**src/rtl/nn_sched_pkg.sv**
```systemverilog
// -----------------------------------------------------------------------------
// nn_sched_pkg
// Shared definitions for the NN inference arbiter slice.
//   - State encoding of the request/response FSM.
//   - Default sample width, result width and RUN-phase timeout.
// -----------------------------------------------------------------------------
package nn_sched_pkg;

  localparam int NN_DATA_W  = 496;   // 62 x 8-bit pixels
  localparam int NN_RES_W   = 4;     // class index width
  localparam int NN_TIMEOUT = 1023;  // max RUN cycles before abort

  typedef enum logic [1:0] {
    ST_IDLE  = 2'd0,
    ST_START = 2'd1,
    ST_RUN   = 2'd2,
    ST_RESP  = 2'd3
  } nn_state_t;

endpackage : nn_sched_pkg

```
**src/rtl/nn_rr_arb2.sv**
```systemverilog
// -----------------------------------------------------------------------------
// nn_rr_arb2
// Two-way round-robin grant selection (purely combinational).
// Ports:
//   valid[1:0] in  : request flags of requester 1 / 0
//   last       in  : id of the requester served most recently
//   grant      out : id of the winning requester (meaningful when any=1)
//   any        out : at least one requester is valid
// -----------------------------------------------------------------------------
module nn_rr_arb2 (
  input  logic [1:0] valid,
  input  logic       last,
  output logic       grant,
  output logic       any
);

  assign any = |valid;

  // On contention the requester that was not served last wins; otherwise
  // the single valid requester (or 0 when idle, which is don't-care).
  always_comb begin
    if (valid == 2'b11) begin
      grant = ~last;
    end else begin
      grant = valid[1];
    end
  end

endmodule : nn_rr_arb2

```
**src/rtl/nn_inference_arbiter.sv**
```systemverilog
// -----------------------------------------------------------------------------
// nn_inference_arbiter
// Shares one neural-network inference engine between two requesters. One
// inference is in flight at a time: accept a sample, pulse nn_start, wait for
// nn_finish (or abort after TIMEOUT RUN cycles), then hold the result for the
// granted requester until it is consumed.
// Ports:
//   clk, rst                        : clock, asynchronous active-low reset
//   reqN_valid/ready/data (N=0,1)   : sample request handshake
//   resN_valid/ready/result/timeout : result handshake per requester
//   nn_start, nn_input_data         : engine start pulse and sample feed
//   nn_finish, nn_result            : engine completion flag and class index
//   busy                            : FSM is not in IDLE
// -----------------------------------------------------------------------------
module nn_inference_arbiter
  import nn_sched_pkg::*;
#(
  parameter int DATA_W  = NN_DATA_W,
  parameter int RES_W   = NN_RES_W,
  parameter int TIMEOUT = NN_TIMEOUT
) (
  input  logic              clk,
  input  logic              rst,
  input  logic              req0_valid,
  output logic              req0_ready,
  input  logic [DATA_W-1:0] req0_data,
  input  logic              req1_valid,
  output logic              req1_ready,
  input  logic [DATA_W-1:0] req1_data,
  output logic              res0_valid,
  input  logic              res0_ready,
  output logic [RES_W-1:0]  res0_result,
  output logic              res0_timeout,
  output logic              res1_valid,
  input  logic              res1_ready,
  output logic [RES_W-1:0]  res1_result,
  output logic              res1_timeout,
  output logic              nn_start,
  output logic [DATA_W-1:0] nn_input_data,
  input  logic              nn_finish,
  input  logic [RES_W-1:0]  nn_result,
  output logic              busy
);

  localparam int CNT_W = (TIMEOUT > 1) ? $clog2(TIMEOUT + 1) : 1;
  localparam logic [CNT_W-1:0] CNT_LAST = CNT_W'(TIMEOUT - 1);

  nn_state_t          state_reg;
  logic [DATA_W-1:0]  hold_reg;
  logic [RES_W-1:0]   result_reg;
  logic               timeout_reg;
  logic               grant_reg;
  logic               last_reg;
  logic               nn_start_reg;
  logic [CNT_W-1:0]   cnt_reg;

  logic               arb_grant;
  logic               arb_any;
  logic               in_idle;
  logic               in_resp;
  logic               accept;
  logic               res_ack;

  nn_rr_arb2 u_arb (
    .valid ({req1_valid, req0_valid}),
    .last  (last_reg),
    .grant (arb_grant),
    .any   (arb_any)
  );

  assign in_idle = (state_reg == ST_IDLE);
  assign in_resp = (state_reg == ST_RESP);

  // Ready is gated by rst so nothing is offered while reset is held, even
  // though the FSM already sits in IDLE.
  assign req0_ready = rst & in_idle & arb_any & ~arb_grant & req0_valid;
  assign req1_ready = rst & in_idle & arb_any &  arb_grant & req1_valid;
  assign accept     = req0_ready | req1_ready;

  assign res_ack    = grant_reg ? res1_ready : res0_ready;

  assign res0_valid   = in_resp & ~grant_reg;
  assign res1_valid   = in_resp &  grant_reg;
  assign res0_result  = res0_valid ? result_reg : '0;
  assign res1_result  = res1_valid ? result_reg : '0;
  assign res0_timeout = res0_valid & timeout_reg;
  assign res1_timeout = res1_valid & timeout_reg;

  assign nn_start      = nn_start_reg;
  assign nn_input_data = hold_reg;
  assign busy          = ~in_idle;

  always_ff @(posedge clk or negedge rst) begin
    if (!rst) begin
      state_reg    <= ST_IDLE;
      hold_reg     <= '0;
      result_reg   <= '0;
      timeout_reg  <= 1'b0;
      grant_reg    <= 1'b0;
      last_reg     <= 1'b1;   // requester 0 wins the first contention
      nn_start_reg <= 1'b0;
      cnt_reg      <= '0;
    end else begin
      case (state_reg)
        ST_IDLE: begin
          if (accept) begin
            hold_reg     <= arb_grant ? req1_data : req0_data;
            grant_reg    <= arb_grant;
            nn_start_reg <= 1'b1;
            state_reg    <= ST_START;
          end
        end
        ST_START: begin
          nn_start_reg <= 1'b0;
          cnt_reg      <= '0;
          state_reg    <= ST_RUN;
        end
        ST_RUN: begin
          // A finish arriving on the final allowed cycle beats the abort.
          if (nn_finish) begin
            result_reg  <= nn_result;
            timeout_reg <= 1'b0;
            state_reg   <= ST_RESP;
          end else if (cnt_reg == CNT_LAST) begin
            result_reg  <= '0;
            timeout_reg <= 1'b1;
            state_reg   <= ST_RESP;
          end else begin
            cnt_reg <= cnt_reg + CNT_W'(1);
          end
        end
        ST_RESP: begin
          if (res_ack) begin
            last_reg  <= grant_reg;
            state_reg <= ST_IDLE;
          end
        end
        default: state_reg <= ST_IDLE;
      endcase
    end
  end

endmodule : nn_inference_arbiter

```
**config.mk**
```make
export PLATFORM = sky130hd
export DESIGN_NAME = nn_inference_arbiter
export DESIGN_NICKNAME = d
export VERILOG_FILES = /design/src/rtl/nn_sched_pkg.sv /design/src/rtl/nn_rr_arb2.sv /design/src/rtl/nn_inference_arbiter.sv
export SDC_FILE = /design/constraint.sdc
export NUM_CORES = 1
export LEC_CHECK = 0
export CELL_PAD_IN_SITES_DETAIL_PLACEMENT = 0
export CELL_PAD_IN_SITES_GLOBAL_PLACEMENT = 1
export CORE_AREA = 3 3 595 597
export CTS_CLUSTER_SIZE = 16
export DETAILED_ROUTE_END_ITERATION = 10
export DIE_AREA = 0 0 598 600
export GPL_TIMING_DRIVEN = 0
export PLACE_DENSITY = 0.33
export REMOVE_ABC_BUFFERS = 1
export SYNTH_ARGS = -nofsm -noshare
export SYNTH_HDL_FRONTEND = slang
export SYNTH_HIERARCHICAL = 1
export SYNTH_SLANG_ARGS = --single-unit
```
**constraint.sdc**
```tcl
create_clock -name clk -period 4.5 [get_ports clk]
set_clock_uncertainty 0.15 [all_clocks]
set_input_delay 0.9 -clock clk [delete_from_list [all_inputs] [get_ports clk]]
set_output_delay 0.9 -clock clk [all_outputs]
set_load 0.02 [all_outputs]
```
# After elaboration in Yosys (flattened, before gate mapping)
# Index checks and enable logic that the tools add are counted.
totals:
  reg_bits: 516
  latch_bits: 0
  ramBits: 0
  rom_bits: 0
  inputBits: 1003
  output_inout_bits: 512
  mem_count: 0
op_classes:
  n_addsub: 1
  multipliers: 0
  div_mod_pow: 0
  order_cmp: 0
  eq_ne: 10
  shifts: 0
  n_mux: 19
  bitwise: 15
  n_reduce_logical: 11
op_table:
  columns: ["cell", "count"]
  rows:
  - ["$mux 496", 1]
  - ["$mux 10", 2]
  - ["$pmux 10 s2", 1]
  - ["$mux 4", 4]
  - ["$add 10x1->10 const B", 1]
  - ["$and 1x1->1", 10]
  - ["$eq 10x10->1 const B", 1]
  - ["$mux 2", 4]
  - ["$pmux 2 s4", 1]
  - ["$reduce_and 2->1", 4]
  - ["$eq 2x2->1 const B", 3]
  - ["$reduce_and 3->1", 2]
  - ["$reduce_bool 2->1", 3]
  - ["$mux 1", 5]
  - ["$ne 2x1->1 const B", 2]
  - ["$ne 2x2->1 const B", 2]
  - ["$not 1->1", 4]
  - ["$ne 3x3->1 const B", 1]
  - ["$eq 2x1->1 const B", 1]
  - ["$logic_not 2->1", 1]
  - ["$pmux 1 s2", 1]
  - ["$reduce_or 2->1", 1]
  - ["$or 1x1->1", 1]

# Longest topological paths before layout
logic_depth:
  ltp_word: 8
  mapped_depth: 10
  ltp_nobuf: 6

# Hierarchy
# The synthesis kept the hierarchy.
by_module_without_submodules:
  columns: ["module", "n_inst", "cells_per_inst", "area_each_um2"]
  rows:
  - ["nn_inference_arbiter", 1, 2266, 23586.4]
  - ["nn_rr_arb2", 1, 2, 13.8]

# Worst setup path before layout
# OpenSTA, ideal clock, no wires.
synth_timing:
  path_kind: "input port to flip-flop"
  from: "input req1_valid"
  to: "register state_reg[1]"
  arrival_time_ps: 2326
  required_time_ps: 4222
  slack_ps: 1896
  path_stages: 7
  path_cell_list: "a21boi_1 nand2_1 a21o_1 buf_6 buf_6 a221o_1 mux2_1"
synth_between:
  elab_chain_cells: 8
  word_cells_on_any_way: 12
  cone_classes: "eq/ne (2); mux (1); bitwise (7); reduce/logical (2)"
synth_rtl:
  columns: ["item", "line", "text"]
  rows:
  - ["start: declaration", "nn_inference_arbiter.sv:27", "input logic req1_valid,"]
  - ["$eq 2x2->1", "nn_rr_arb2.sv:22", "if (valid == 2'b11) begin"]
  - ["$mux 1", "nn_rr_arb2.sv:22", null]
  - ["$not 1->1", "nn_inference_arbiter.sv:76", "assign req0_ready = rst & in_idle & arb_any & ~arb_grant & req0_valid;"]
  - ["$and 1x1->1 (2 in series)", "nn_inference_arbiter.sv:76", null]
  - ["$or 1x1->1 *", "nn_inference_arbiter.sv:78", "assign accept = req0_ready | req1_ready;"]
  - ["$ne 2x1->1 (no line) *", null, null]
  - ["$reduce_and 3->1 (no line) *", null, null]
  - ["end signal: assignment", "nn_inference_arbiter.sv:95", "state_reg <= ST_IDLE;"]
  - ["end signal: assignment", "nn_inference_arbiter.sv:110", "state_reg <= ST_START;"]
  - ["end signal: assignment", "nn_inference_arbiter.sv:116", "state_reg <= ST_RUN;"]
  - ["end: declaration", "nn_inference_arbiter.sv:48", "nn_state_t state_reg;"]
# Every way passes the cells marked *; elsewhere a longest branch is shown, timed or not.
# A chain may end at the register's enable or synchronous reset.

# Worst setup path in the final report
layout_timing:
  from: "input rst"
  to: "output req1_ready"
layout_between:
  elab_chain_cells: 4
layout_rtl:
  columns: ["item", "line", "text"]
  rows:
  - ["start: declaration", "nn_inference_arbiter.sv:23", "input logic rst,"]
  - ["$and 1x1->1 (4 in series)", "nn_inference_arbiter.sv:77", "assign req1_ready = rst & in_idle & arb_any & arb_grant & req1_valid;"]
  - ["end: declaration", "nn_inference_arbiter.sv:28", "output logic req1_ready,"]
# Every way passes these cells.

==> results <==
-- power by group through the flow --
stage          combinational (uW)  clock (uW)  sequential, uW
2_1_floorplan                4480           0           10900
3_3_place_gp                15300           0            8370
3_5_place_dp                14100           0            8190
4_1_cts                     14100        7360            8170
5_1_grt                     14700        7470            8460
6_report                    13800        6920            8130
-- area by class of cell --
cell class	count	area [um2]	share of cell area
tap	4599	5750	0.120
multi-input combinational	1580	9980	0.208
sequential	516	12900	0.269
clock buffer	128	2460	0.0513
timing repair buffer	1572	16500	0.344
antenna	24	60.1	0.00125
clock inverter	17	263	0.00548
inverter	4	15.0	0.000313
-- cells in the final DEF, fill, tap and decap left out, drive strengths merged, types with 4 or more instances in the layout --
| master | instances |
|---|---|
| nand2 | 506 |
| clkinv | 6 |
| nor2 | 8 |
| clkdlybuf4s50 | 1513 |
| a21oi | 6 |
| a32o | 4 |
| bufinv | 6 |
| mux2i | 503 |
| and2 | 8 |
| buf | 55 |
| ha | 7 |
| nand3 | 4 |
| and3 | 6 |
| dfrtp | 515 |
| clkbuf | 128 |
| inv | 7 |
| a21o | 4 |
| o21ai | 498 |
| diode | 24 |
-- metal layers --
layer | up-vias | part of all wire | wire, um
li1 | 10881 | - | -
met1 | 11329 | 0.39 | 94400
met2 | 1250 | 0.47 | 115000
met3 | 520 | 0.12 | 28000
met4 | 160 | 0.020 | 4890
met5 | - | 0.0043 | 1050
-- worst max path at each step --
stage,slack [ns],endpoint,depth (start not counted),start
after global routing,0.47,nn_input_data[95],12,req1_valid
after floorplan,-47.93,state_reg[1],5,req1_valid
after CTS,0.12,req1_ready,6,req1_valid
final,0.62,req1_ready,6,rst
after global placement,-80.07,state_reg[1],6,req1_valid
after detailed placement,-0.63,nn_input_data[388],12,req1_valid
-- worst reg2reg max path, delay by kind of cell (launching register included) --
kind	cells	cell delay [ns]
AO/OA/AOI/OAI	3	0.52
flip-flops	1	0.39
buffers and inverters	6	2.04
AND/OR/NAND/NOR	2	0.36
-- logic make-up after synthesis --
logic type,Yosys count,synth area share
AND/OR/NAND/NOR,545,0.0901
AO/OA/AOI/OAI,521,0.113
flip-flops,516,0.547
multiplexers,506,0.215
buffers and inverters,172,0.0307
adder cells (fa/ha/maj),7,0.00371
XOR/XNOR,1,0.000371
-- stage by stage --
step	setup WS, ns	power (uW)
6_report	0.617	28800
5_1_grt	0.467	30600
4_1_cts	0.123	29700
3_5_place_dp	-0.633	22200
3_3_place_gp	-80.07	23700
2_1_floorplan	-47.93	15400
-- timing repair --
item / 4_1_cts / 5_1_grt
cloned: 1 / 0
endpoints found under the setup margin: 1 / 11
hold endpoints to repair: 27 / 1
buffers inserted: 0 / 1
resized for setup: 0 / 0
pin swaps: 0 / 0
hold buffers: 5 / 1
==> flow_summary_export.csv <==
group,metric,value,unit
finish,fin_cells,8440,
logic_synthesis,ys_seq_area_frac,0.547,
flow_run,drv_cap,0,
worst_setup_path,crit_type,"in2out",
pwr,power_switching,11800,uW
worst_setup_path,cpPeakStageDelay,0.66,ns
worst_setup_path,path_buf_inv,4,
worst_setup_path,critPathSlowestCell,"clkdlybuf4s50_1",
sta,rsz0062_at_grt,"false",
cts,htree_levels,3,
worst_setup_path,crit_path_max_fanout,87,
pwr,pwr-share-seq,0.282,
worst_setup_path,worst_setup_path_end_kind,"primary output",
placement,numPortBuffers,1514,
sta,max_slew.worst_pin.slew,0.954,ns
sta,max_slew_margin,0.362,
drt,wl_per_cell,28.8,um
logic_synthesis,netlist_top_cells_count,"515 x dfrtp_1, 506 x nand2_1, 503 x mux2i_1",
placement,hpwl,210,mm
floorplanning,dieArea,359000,um2
worst_setup_path,cp_cell_sequence,"buf_8 -> buf_16 -> buf_16 -> nand3_2 -> nor2_1 -> clkdlybuf4s50_1",
finish,largest_reg_flops,496,
sta,final_hold_viol_count,0,
logic_synthesis,synthesis.area,23600,um2
run_status,status,"finished clean",
drt,wl,243,mm
drt,drcViolationCount,0,
cts,insertion_delay,0.77,ns
global_routing,gr-usage-met1,0.148,
worst_setup_path,r2r_end,"nn_input_data[388]",
drt,vias_per_cell,2.86,
global_routing,grt_first_pass_wirelength,299,mm
floorplanning,num_rows,217,
worst_setup_path,crit_required,3.45,ns
hold_path,hp-class,"in2async",
pwr,switching_share,0.409,
pwr,powerDensity,601,nW/um2
global_routing,grt_max_degree,93,
logic_synthesis,synth.top_cell.area_share,0.546,
finish,final_area,47900,um2
global_routing,first_global_vias,24698,
worst_setup_path,r2r.worst_path.cells,11,
sta,layout_min_cycle_time,3.88,ns
cts,cts_buffers,86,
sta,fin_setup_tns,0,ns
logic_synthesis,ys_ff_latch,516,
floorplanning,start_util,0.0676,
floorplanning,die_w,598,um
drt,first_pass_iters,5,
pwr,pwr-share-clk,0.240,
logic_synthesis,post-synth-top-count-cell,"dfrtp_1",
global_routing,busiest_layer,"met2",
sta,fmax,258,MHz
logic_synthesis,ys_warn_count,6,
pwr,p_leak,0.0195,uW
sta,finalCritPeriodShare,0.863,
logic_synthesis,async_flop_share,1.00,
global_routing,grt_util_all_layers,0.131,
worst_setup_path,arrival,2.83,ns
worst_setup_path,critPathTopFamily,"buffers and inverters",
floorplanning,core-area,349000,um2
drt,ant_nets,0,
pwr,pwr-share-comb,0.478,
sta,setup_violations,0,
logic_synthesis,synth_area_per_cell,10.4,um2
global_routing,met3_usage,0.0692,
worst_setup_path,start_kind,"primary input",
drt,drt_iter0_drc,1102,
pwr,cellInternalPower,17000,uW
placement,post-place-cells,8263,
logic_synthesis,yosysTopAreaCell,"dfrtp_1",
finish,fin_nets,4770,
logic_synthesis,syn_inst,2268,
worst_setup_path,worst_path_most_repeated_cell,"buf_16",
floorplanning,io_pins,1515,
sta,fin_hold_ws,0.00836,ns
cts,cts-root-buf,"clkbuf_16",
logic_synthesis,ys.flop_type,"dfrtp_1",
cts,cts_buffer_depth,4,
global_routing,met2_usage,0.220,
worst_setup_path,reg2reg_from,"last_reg",
placement,placed_area,45000,um2
sta,slew_viol_final,0,
drt,route.vias.total,24140,
finish,fillCellCount,39515,
global_routing,antenna_found_initial,272,
logic_synthesis,yosysUniqueCellTypes,38,
finish,area_delta_synth_final,103,%
cts,clk_pin_slew_worst_paths,0.06,ns
worst_setup_path,regToRegSetupSlack,0.96,ns
finish,final_layout_size_suffix_gt1_frac,0.0469,
finish,fin_util,0.137,
pwr,ir_worst_vdd,0.230,mV
logic_synthesis,synth_edf_count,0,
cts,cts_sinks,516,
floorplanning,die_h,600,um
cts,cts_tree,"done",
placement,gp_congestion,0.856,
global_routing,overflow,0,
logic_synthesis,synth_area_leaders,"dfrtp_1 55%, mux2i_1 21%, o21ai_1 11%, nand2_1 8.0%, clkbuf_1 1.6%",
(Power assumes the default switching activity.)
